## src/rtl/tile_sched_pkg.sv

```systemverilog
// Shared types for the layer tile scheduler: FSM state encoding and the
// latched layer descriptor.
package tile_sched_pkg;

  localparam int unsigned TS_ADDR_W = 16;
  localparam int unsigned TS_CNT_W  = 8;
  localparam int unsigned TS_PERF_W = 32;

  typedef enum logic [2:0] {
    IDLE,
    ISSUE,
    WAIT,
    DRAIN,
    ADV,
    FIN
  } state_t;

  typedef struct packed {
    logic [TS_CNT_W-1:0]  m_tiles;
    logic [TS_CNT_W-1:0]  n_tiles;
    logic [TS_CNT_W-1:0]  k_tiles;
    logic [TS_ADDR_W-1:0] w_base;
    logic [TS_ADDR_W-1:0] if_base;
    logic [TS_ADDR_W-1:0] w_stride;
    logic [TS_ADDR_W-1:0] if_stride;
  } desc_t;

  // An empty loop nest means the layer completes without issuing any tile.
  function automatic logic desc_empty(input desc_t d);
    return (d.m_tiles == '0) || (d.n_tiles == '0) || (d.k_tiles == '0);
  endfunction

endpackage

```

## src/rtl/tile_scheduler_if.sv

```systemverilog
// Bundle of config, tile-controller and drain signals around the scheduler.
// master = scheduler side, slave = host/controller/output-path side.
interface tile_scheduler_if
  import tile_sched_pkg::*;
#(
  parameter int unsigned ADDR_W = TS_ADDR_W,
  parameter int unsigned CNT_W  = TS_CNT_W,
  parameter int unsigned PERF_W = TS_PERF_W
) ();

  logic              cfg_valid;
  logic              cfg_ready;
  logic [CNT_W-1:0]  cfg_m_tiles;
  logic [CNT_W-1:0]  cfg_n_tiles;
  logic [CNT_W-1:0]  cfg_k_tiles;
  logic [ADDR_W-1:0] cfg_w_base;
  logic [ADDR_W-1:0] cfg_if_base;
  logic [ADDR_W-1:0] cfg_w_stride;
  logic [ADDR_W-1:0] cfg_if_stride;
  logic              ctrl_ready;
  logic              ctrl_done;
  logic              ctrl_start;
  logic [ADDR_W-1:0] w_addr;
  logic [ADDR_W-1:0] if_addr;
  logic              acc_clr;
  logic              acc_last;
  logic              drain_req;
  logic              drain_ack;
  logic              busy;
  logic              done;
  logic [PERF_W-1:0] perf_stall;

  modport master (
    input  cfg_valid, cfg_m_tiles, cfg_n_tiles, cfg_k_tiles,
           cfg_w_base, cfg_if_base, cfg_w_stride, cfg_if_stride,
           ctrl_ready, ctrl_done, drain_ack,
    output cfg_ready, ctrl_start, w_addr, if_addr, acc_clr, acc_last,
           drain_req, busy, done, perf_stall
  );

  modport slave (
    output cfg_valid, cfg_m_tiles, cfg_n_tiles, cfg_k_tiles,
           cfg_w_base, cfg_if_base, cfg_w_stride, cfg_if_stride,
           ctrl_ready, ctrl_done, drain_ack,
    input  cfg_ready, ctrl_start, w_addr, if_addr, acc_clr, acc_last,
           drain_req, busy, done, perf_stall
  );

endinterface

```

## src/rtl/tile_addr_gen.sv

```systemverilog
// Incremental weight / input-feature tile address generator (adders only).
module tile_addr_gen #(
  parameter int unsigned ADDR_W = 16
) (
  input  logic              clk,
  input  logic              rst,
  input  logic              load,
  input  logic              next_k,
  input  logic              next_n,
  input  logic              next_m,
  input  logic [ADDR_W-1:0] w_base,
  input  logic [ADDR_W-1:0] if_base,
  input  logic [ADDR_W-1:0] w_stride,
  input  logic [ADDR_W-1:0] if_stride,
  output logic [ADDR_W-1:0] w_addr,
  output logic [ADDR_W-1:0] if_addr
);

  logic [ADDR_W-1:0] w_ptr;
  logic [ADDR_W-1:0] if_ptr;
  logic [ADDR_W-1:0] if_row;

  // if_row marks the first K tile of the current m row so each n pass replays it.
  always_ff @(posedge clk or posedge rst) begin
    if (rst) begin
      w_ptr  <= '0;
      if_ptr <= '0;
      if_row <= '0;
    end else if (load) begin
      w_ptr  <= w_base;
      if_ptr <= if_base;
      if_row <= if_base;
    end else if (next_m) begin
      w_ptr  <= w_base;
      if_ptr <= if_ptr + if_stride;
      if_row <= if_ptr + if_stride;
    end else if (next_n) begin
      w_ptr  <= w_ptr + w_stride;
      if_ptr <= if_row;
    end else if (next_k) begin
      w_ptr  <= w_ptr + w_stride;
      if_ptr <= if_ptr + if_stride;
    end
  end

  assign w_addr  = w_ptr;
  assign if_addr = if_ptr;

endmodule

```

## src/rtl/tile_scheduler.sv

```systemverilog
// Layer tile scheduler: walks M x N x K tiles (m outer, k inner), starts the
// tile controller per tile and drains each output tile. Optional stall
// counter enabled by defining TILE_SCHED_PERF_EN.
module tile_scheduler
  import tile_sched_pkg::*;
#(
  parameter int unsigned ADDR_W = TS_ADDR_W,
  parameter int unsigned CNT_W  = TS_CNT_W,
  parameter int unsigned PERF_W = TS_PERF_W
) (
  input logic              clk,
  input logic              rst,
  tile_scheduler_if.master bus
);

  state_t            state;
  state_t            state_nx;
  desc_t             desc_in;
  desc_t             cfg_q;
  logic [CNT_W-1:0]  m_cnt;
  logic [CNT_W-1:0]  n_cnt;
  logic [CNT_W-1:0]  k_cnt;
  logic              accept;
  logic              issue;
  logic              last_k;
  logic              last_n;
  logic              last_m;
  logic              step_k;
  logic              step_n;
  logic              step_m;
  logic [ADDR_W-1:0] w_ptr;
  logic [ADDR_W-1:0] if_ptr;
  logic              ctrl_start_q;
  logic              acc_clr_q;
  logic              acc_last_q;
  logic              done_q;
  logic [ADDR_W-1:0] w_addr_q;
  logic [ADDR_W-1:0] if_addr_q;

  assign desc_in = '{m_tiles:   bus.cfg_m_tiles,
                     n_tiles:   bus.cfg_n_tiles,
                     k_tiles:   bus.cfg_k_tiles,
                     w_base:    bus.cfg_w_base,
                     if_base:   bus.cfg_if_base,
                     w_stride:  bus.cfg_w_stride,
                     if_stride: bus.cfg_if_stride};

  assign accept = (state == IDLE) && bus.cfg_valid;
  assign issue  = (state == ISSUE) && bus.ctrl_ready;
  assign last_k = (k_cnt == cfg_q.k_tiles - CNT_W'(1));
  assign last_n = (n_cnt == cfg_q.n_tiles - CNT_W'(1));
  assign last_m = (m_cnt == cfg_q.m_tiles - CNT_W'(1));

  always_ff @(posedge clk or posedge rst) begin
    if (rst) state <= IDLE;
    else     state <= state_nx;
  end

  always_comb begin
    state_nx = state;
    step_k   = 1'b0;
    step_n   = 1'b0;
    step_m   = 1'b0;
    unique case (state)
      IDLE: begin
        if (bus.cfg_valid) state_nx = desc_empty(desc_in) ? FIN : ISSUE;
      end
      ISSUE: begin
        if (bus.ctrl_ready) state_nx = WAIT;
      end
      WAIT: begin
        if (bus.ctrl_done) state_nx = last_k ? DRAIN : ADV;
      end
      DRAIN: begin
        if (bus.drain_ack) state_nx = ADV;
      end
      ADV: begin
        state_nx = ISSUE;
        if (!last_k)      step_k = 1'b1;
        else if (!last_n) step_n = 1'b1;
        else if (!last_m) step_m = 1'b1;
        else              state_nx = FIN;
      end
      FIN:     state_nx = IDLE;
      default: state_nx = IDLE;
    endcase
  end

  always_ff @(posedge clk or posedge rst) begin
    if (rst) begin
      cfg_q <= '0;
      m_cnt <= '0;
      n_cnt <= '0;
      k_cnt <= '0;
    end else if (accept) begin
      cfg_q <= desc_in;
      m_cnt <= '0;
      n_cnt <= '0;
      k_cnt <= '0;
    end else if (step_k) begin
      k_cnt <= k_cnt + CNT_W'(1);
    end else if (step_n) begin
      k_cnt <= '0;
      n_cnt <= n_cnt + CNT_W'(1);
    end else if (step_m) begin
      k_cnt <= '0;
      n_cnt <= '0;
      m_cnt <= m_cnt + CNT_W'(1);
    end
  end

  // Bases come straight from the config bus on the accept cycle so the
  // pointers are ready by the first ISSUE.
  tile_addr_gen #(
    .ADDR_W(ADDR_W)
  ) u_addr_gen (
    .clk      (clk),
    .rst      (rst),
    .load     (accept),
    .next_k   (step_k),
    .next_n   (step_n),
    .next_m   (step_m),
    .w_base   (accept ? bus.cfg_w_base  : cfg_q.w_base),
    .if_base  (accept ? bus.cfg_if_base : cfg_q.if_base),
    .w_stride (cfg_q.w_stride),
    .if_stride(cfg_q.if_stride),
    .w_addr   (w_ptr),
    .if_addr  (if_ptr)
  );

  always_ff @(posedge clk or posedge rst) begin
    if (rst) begin
      ctrl_start_q <= 1'b0;
      acc_clr_q    <= 1'b0;
      acc_last_q   <= 1'b0;
      w_addr_q     <= '0;
      if_addr_q    <= '0;
      done_q       <= 1'b0;
    end else begin
      ctrl_start_q <= issue;
      done_q       <= (state == FIN);
      if (issue) begin
        acc_clr_q  <= (k_cnt == '0);
        acc_last_q <= last_k;
        w_addr_q   <= w_ptr;
        if_addr_q  <= if_ptr;
      end else begin
        acc_clr_q  <= 1'b0;
        acc_last_q <= 1'b0;
        w_addr_q   <= '0;
        if_addr_q  <= '0;
      end
    end
  end

  assign bus.cfg_ready  = (state == IDLE);
  assign bus.busy       = (state != IDLE);
  assign bus.drain_req  = (state == DRAIN);
  assign bus.ctrl_start = ctrl_start_q;
  assign bus.acc_clr    = acc_clr_q;
  assign bus.acc_last   = acc_last_q;
  assign bus.w_addr     = w_addr_q;
  assign bus.if_addr    = if_addr_q;
  assign bus.done       = done_q;

`ifdef TILE_SCHED_PERF_EN
  logic [PERF_W-1:0] stall_q;
  logic              stall;

  assign stall = ((state == ISSUE) && !bus.ctrl_ready) ||
                 ((state == DRAIN) && !bus.drain_ack);

  always_ff @(posedge clk or posedge rst) begin
    if (rst)                         stall_q <= '0;
    else if (accept)                 stall_q <= '0;
    else if (stall && (stall_q != '1)) stall_q <= stall_q + PERF_W'(1);
  end

  assign bus.perf_stall = stall_q;
`else
  assign bus.perf_stall = {PERF_W{1'b0}};
`endif

endmodule
```

## src/flat_wrapper.sv

```systemverilog
// flat-port wrapper written by rule: the top's interface ports become plain ports
module tile_scheduler_flat import tile_sched_pkg::*;
#(
  parameter int unsigned ADDR_W = TS_ADDR_W,
  parameter int unsigned CNT_W  = TS_CNT_W,
  parameter int unsigned PERF_W = TS_PERF_W
)
  (clk, rst, bus_cfg_valid, bus_cfg_m_tiles, bus_cfg_n_tiles, bus_cfg_k_tiles, bus_cfg_w_base, bus_cfg_if_base, bus_cfg_w_stride, bus_cfg_if_stride, bus_ctrl_ready, bus_ctrl_done, bus_drain_ack, bus_cfg_ready, bus_ctrl_start, bus_w_addr, bus_if_addr, bus_acc_clr, bus_acc_last, bus_drain_req, bus_busy, bus_done, bus_perf_stall);
  tile_scheduler_if #(.ADDR_W(ADDR_W), .CNT_W(CNT_W), .PERF_W(PERF_W)) bus_i ();
  input logic clk;
  input logic rst;
  input wire logic [$bits(bus_i.cfg_valid)-1:0] bus_cfg_valid;
  input wire logic [$bits(bus_i.cfg_m_tiles)-1:0] bus_cfg_m_tiles;
  input wire logic [$bits(bus_i.cfg_n_tiles)-1:0] bus_cfg_n_tiles;
  input wire logic [$bits(bus_i.cfg_k_tiles)-1:0] bus_cfg_k_tiles;
  input wire logic [$bits(bus_i.cfg_w_base)-1:0] bus_cfg_w_base;
  input wire logic [$bits(bus_i.cfg_if_base)-1:0] bus_cfg_if_base;
  input wire logic [$bits(bus_i.cfg_w_stride)-1:0] bus_cfg_w_stride;
  input wire logic [$bits(bus_i.cfg_if_stride)-1:0] bus_cfg_if_stride;
  input wire logic [$bits(bus_i.ctrl_ready)-1:0] bus_ctrl_ready;
  input wire logic [$bits(bus_i.ctrl_done)-1:0] bus_ctrl_done;
  input wire logic [$bits(bus_i.drain_ack)-1:0] bus_drain_ack;
  output wire logic [$bits(bus_i.cfg_ready)-1:0] bus_cfg_ready;
  output wire logic [$bits(bus_i.ctrl_start)-1:0] bus_ctrl_start;
  output wire logic [$bits(bus_i.w_addr)-1:0] bus_w_addr;
  output wire logic [$bits(bus_i.if_addr)-1:0] bus_if_addr;
  output wire logic [$bits(bus_i.acc_clr)-1:0] bus_acc_clr;
  output wire logic [$bits(bus_i.acc_last)-1:0] bus_acc_last;
  output wire logic [$bits(bus_i.drain_req)-1:0] bus_drain_req;
  output wire logic [$bits(bus_i.busy)-1:0] bus_busy;
  output wire logic [$bits(bus_i.done)-1:0] bus_done;
  output wire logic [$bits(bus_i.perf_stall)-1:0] bus_perf_stall;
  assign bus_i.cfg_valid = bus_cfg_valid;
  assign bus_i.cfg_m_tiles = bus_cfg_m_tiles;
  assign bus_i.cfg_n_tiles = bus_cfg_n_tiles;
  assign bus_i.cfg_k_tiles = bus_cfg_k_tiles;
  assign bus_i.cfg_w_base = bus_cfg_w_base;
  assign bus_i.cfg_if_base = bus_cfg_if_base;
  assign bus_i.cfg_w_stride = bus_cfg_w_stride;
  assign bus_i.cfg_if_stride = bus_cfg_if_stride;
  assign bus_i.ctrl_ready = bus_ctrl_ready;
  assign bus_i.ctrl_done = bus_ctrl_done;
  assign bus_i.drain_ack = bus_drain_ack;
  assign bus_cfg_ready = bus_i.cfg_ready;
  assign bus_ctrl_start = bus_i.ctrl_start;
  assign bus_w_addr = bus_i.w_addr;
  assign bus_if_addr = bus_i.if_addr;
  assign bus_acc_clr = bus_i.acc_clr;
  assign bus_acc_last = bus_i.acc_last;
  assign bus_drain_req = bus_i.drain_req;
  assign bus_busy = bus_i.busy;
  assign bus_done = bus_i.done;
  assign bus_perf_stall = bus_i.perf_stall;
  tile_scheduler #(.ADDR_W(ADDR_W), .CNT_W(CNT_W), .PERF_W(PERF_W)) u_core (.clk(clk), .rst(rst), .bus(bus_i));
endmodule
```

## config.mk

```make
export PLATFORM = sky130hd
export DESIGN_NAME = tile_scheduler_flat
export DESIGN_NICKNAME = d
export VERILOG_FILES = /design/src/rtl/tile_sched_pkg.sv /design/src/rtl/tile_scheduler_if.sv /design/src/rtl/tile_addr_gen.sv /design/src/rtl/tile_scheduler.sv /design/src/flat_wrapper.sv
export SDC_FILE = /design/constraint.sdc
export NUM_CORES = 1
export LEC_CHECK = 0
export CORE_MARGIN = 2
export CORE_UTILIZATION = 28
export CTS_BUF_LIST = sky130_fd_sc_hd__clkbuf_2
export DETAILED_ROUTE_END_ITERATION = 8
export RECOVER_POWER = 25
export SKIP_CTS_REPAIR_TIMING = 1
export SLEW_MARGIN = 20
export SYNTH_ARGS = -nofsm -noshare
export SYNTH_HDL_FRONTEND = slang
export SYNTH_SLANG_ARGS = --single-unit
```

## constraint.sdc

```tcl
create_clock -name clk -period 8.15 [get_ports clk]
set_input_delay 1.63 -clock clk [delete_from_list [all_inputs] [get_ports clk]]
set_output_delay 1.63 -clock clk [all_outputs]
set_load 0.005 [all_outputs]
```

==> metrics.txt <==
status complete, but fails checks; failing checks capacitance limit, slew limit; Switching Fraction 0.455; Synth Warn # 0; kind of critical path in2async; synth cell count leaders 282 x nand2_1, 183 x dfrtp_1, 68 x nor2_1, 40 x buf_4, 40 x xnor2_1; TritonCTS Buffers 17; vias in the first global route 8054; Max-Cap Viols 1; Syn Std Cell Area 10000 um^2; Synth cell types 75; P_sw 2.04 mW; clock power share 0.110; Routed Antenna Nets 0; total clock sinks ~180; Mapped Cells 1111; final worst slack 2.79 ns; P_int 2.44 mW; sequential power share 0.343; via count 8072; core area between 30000 and 40000 um^2; DRT iter0 DRCs 437; worst slack, placed 3.32 ns; Arr. time, crit path 6.17 ns; P_leak 5.43 nW; Fillers 3698; synthesis-stage register bit count 183; asr flop ratio synth 1.00; Synth area leader dfrtp_1; Hold Path Class reg2reg; clock skew ~0.057 ns; Slew headroom -2.47; routed vias/inst about 4.8; VDD IR-drop max 0.342 mV; crit path capture type async pin; cell with the most instances after synthesis nand2_1; Tcrit/Tclk final 0.657; CP required between 8 and 9 ns; Synth Flop Type dfrtp_1; die area 37400 um^2; drt pass-1 iters 5; die height 193 um; CP Launch Type input port; clock-pin slew on the worst setup and hold paths 0.24 ns; max-slew violation count 115; RSZ-0062 raised after global routing no; Area Growth Syn to Fin 18.6%; # IOs 165; TNS Setup 0 ns; global-route wire length before repair 44100 um; Root Buffer Master clkbuf_2; Worst-Margin Slew 5.17 ns; Placed Area around 12000 um^2; Rows 69; fin nets 1351; register area share after synthesis 0.456; # H-tree levels 4; post-route cell area about 12000 um^2; Post-Syn Area per Cell 9.04 um^2; CTS tree done; layout cell share with drive strength beyond 1 0.0520; worst skew pair latency 0.80 ns; Comb power frac 0.548; Cell Pwr Density 376 nW/um^2; WL/cell 16.0 um; final setup violation count 0; Placer Congestion about 0.78; clock buffer depth 2; crit path time final 5.36 ns; largest net degree at the start of global routing 115; port buffer count between 100 and 150; initial antenna violation count 2; Hold Fails Final Rpt 0; fin cells 1694; chip width 193 um; DRC viols 0; Remaining Overflow, GRT 0; routed wire length 27200 um; synth top area cells dfrtp_1 46%, nand2_1 11%, ha_1 4.6%; placed cells 1660; GRT Util Overall 0.146; EDFF count, synth 0; max frequency 187 MHz; initial core utilization 0.284; hpwl dp 18600 um; Max FO, Critical Path 114; post-synth top area share 0.456
[worst max-delay path, stage by stage]
cell	delay, ns
clkdlybuf4s50_1	0.41
clkinvlp_2	2.83
buf_4	1.08
[placed cells by master (no fill, tap or decap), types with 7 or more instances in the layout]
cell type / n
nand3_1: 18
and3_1: 18
a21oi_1: 30
nand2_1: 281
ha_1: 37
o22ai_1: 7
nor2_1: 68
nand2b_1: 8
a211oi_1: 10
buf_4: 8
xor2_1: 24
a22oi_1: 31
o21a_1: 11
clkbuf_2: 17
nor3_1: 14
nor4_1: 10
o21ai_0: 37
inv_1: 30
clkdlybuf4s50_1: 132
dfrtp_1: 183
xnor2_1: 40
conb_1: 32
a31oi_1: 23
and2_1: 38
nand4_1: 7
[layer usage]
| layer | up-vias | wire length, um | track usage |
|---|---|---|---|
| met5 | - | 13 | 0 |
| met4 | 2 | 298 | 0.0368 |
| met3 | 18 | 1410 | 0.0357 |
| met2 | 166 | 12600 | 0.235 |
| met1 | 3934 | 12900 | 0.198 |
| li1 | 3952 | - | - |
[cells by family after synthesis]
group / Yosys count / synth area share
AND/OR/NAND/NOR: 494 / 0.224
XOR/XNOR: 67 / 0.0613
AO/OA/AOI/OAI: 209 / 0.144
adder cells (fa/ha/maj): 39 / 0.0501
other: 1 / 0.000374
buffers and inverters: 114 / 0.0600
flip-flops: 183 / 0.456
multiplexers: 4 / 0.00411
[cell type report]
class | count | area, um^2 | area share
inverters | 31 | 118 | 0.00988
multi-input cells | 845 | 5000 | 0.420
repair buffers | 140 | 1380 | 0.116
diodes | 2 | 5.00 | 0.000420
clock buffers | 17 | 85.1 | 0.00715
flip-flops and latches | 183 | 4580 | 0.385
well taps | 461 | 577 | 0.0485
clock inverters | 15 | 156 | 0.0131
[flip-flops by register name, indices dropped and copies added (netlist names)]
name	flops
u_core.bus.acc_clr	1
u_core.bus.acc_last	1
u_core.bus.ctrl_start	1
u_core.bus.done	1
u_core.bus.if_addr	16
u_core.bus.w_addr	16
u_core.cfg_q	72
u_core.k_cnt	8
u_core.m_cnt	8
u_core.n_cnt	8
u_core.state	3
u_core.u_addr_gen.if_addr	16
u_core.u_addr_gen.if_row	16
u_core.u_addr_gen.w_addr	16
[power by group through the flow]
stage                     registers (mW)  clock network, mW  logic (mW)
after floorplan                     1.45                  0        1.94
after global placement              1.55                  0        2.41
after detailed placement            1.55                  0        2.46
after CTS                           1.53              0.516        2.48
after global routing                1.59              0.545        2.79
final                               1.54              0.491        2.45
[stage by stage]
step / util / power [mW] / hold slack (ns)
floorplan: - / 3.39 / 0.432
global placement: 0.330 / 3.96 / 0.450
detailed placement: 0.330 / 4.01 / 0.457
CTS: 0.336 / 4.53 / 0.507
global route: 0.336 / 4.92 / 0.540
finish: 0.336 / 4.48 / 0.504
[worst paths after layout]
| check | from | endpoint | slack (ns) | cells past startpoint |
|---|---|---|---|---|
| min in group asynchronous | rst | u_core.bus.if_addr[14] | 2.66 | 2 |
| setup / recovery | rst | u_core.bus.w_addr[9] | 2.79 | 3 |
| hold reg to reg | u_core.u_addr_gen.if_row[9] | u_core.u_addr_gen.if_row[9] | 0.50 | 2 |
| hold / removal | u_core.u_addr_gen.if_row[9] | u_core.u_addr_gen.if_row[9] | 0.50 | 2 |
| max in group clk | u_core.state[0] | bus_cfg_ready | 4.04 | 2 |
| setup reg to reg | u_core.state[0] | u_core.u_addr_gen.w_addr[11] | 4.43 | 7 |
Power figures use the tool's default switching activity.
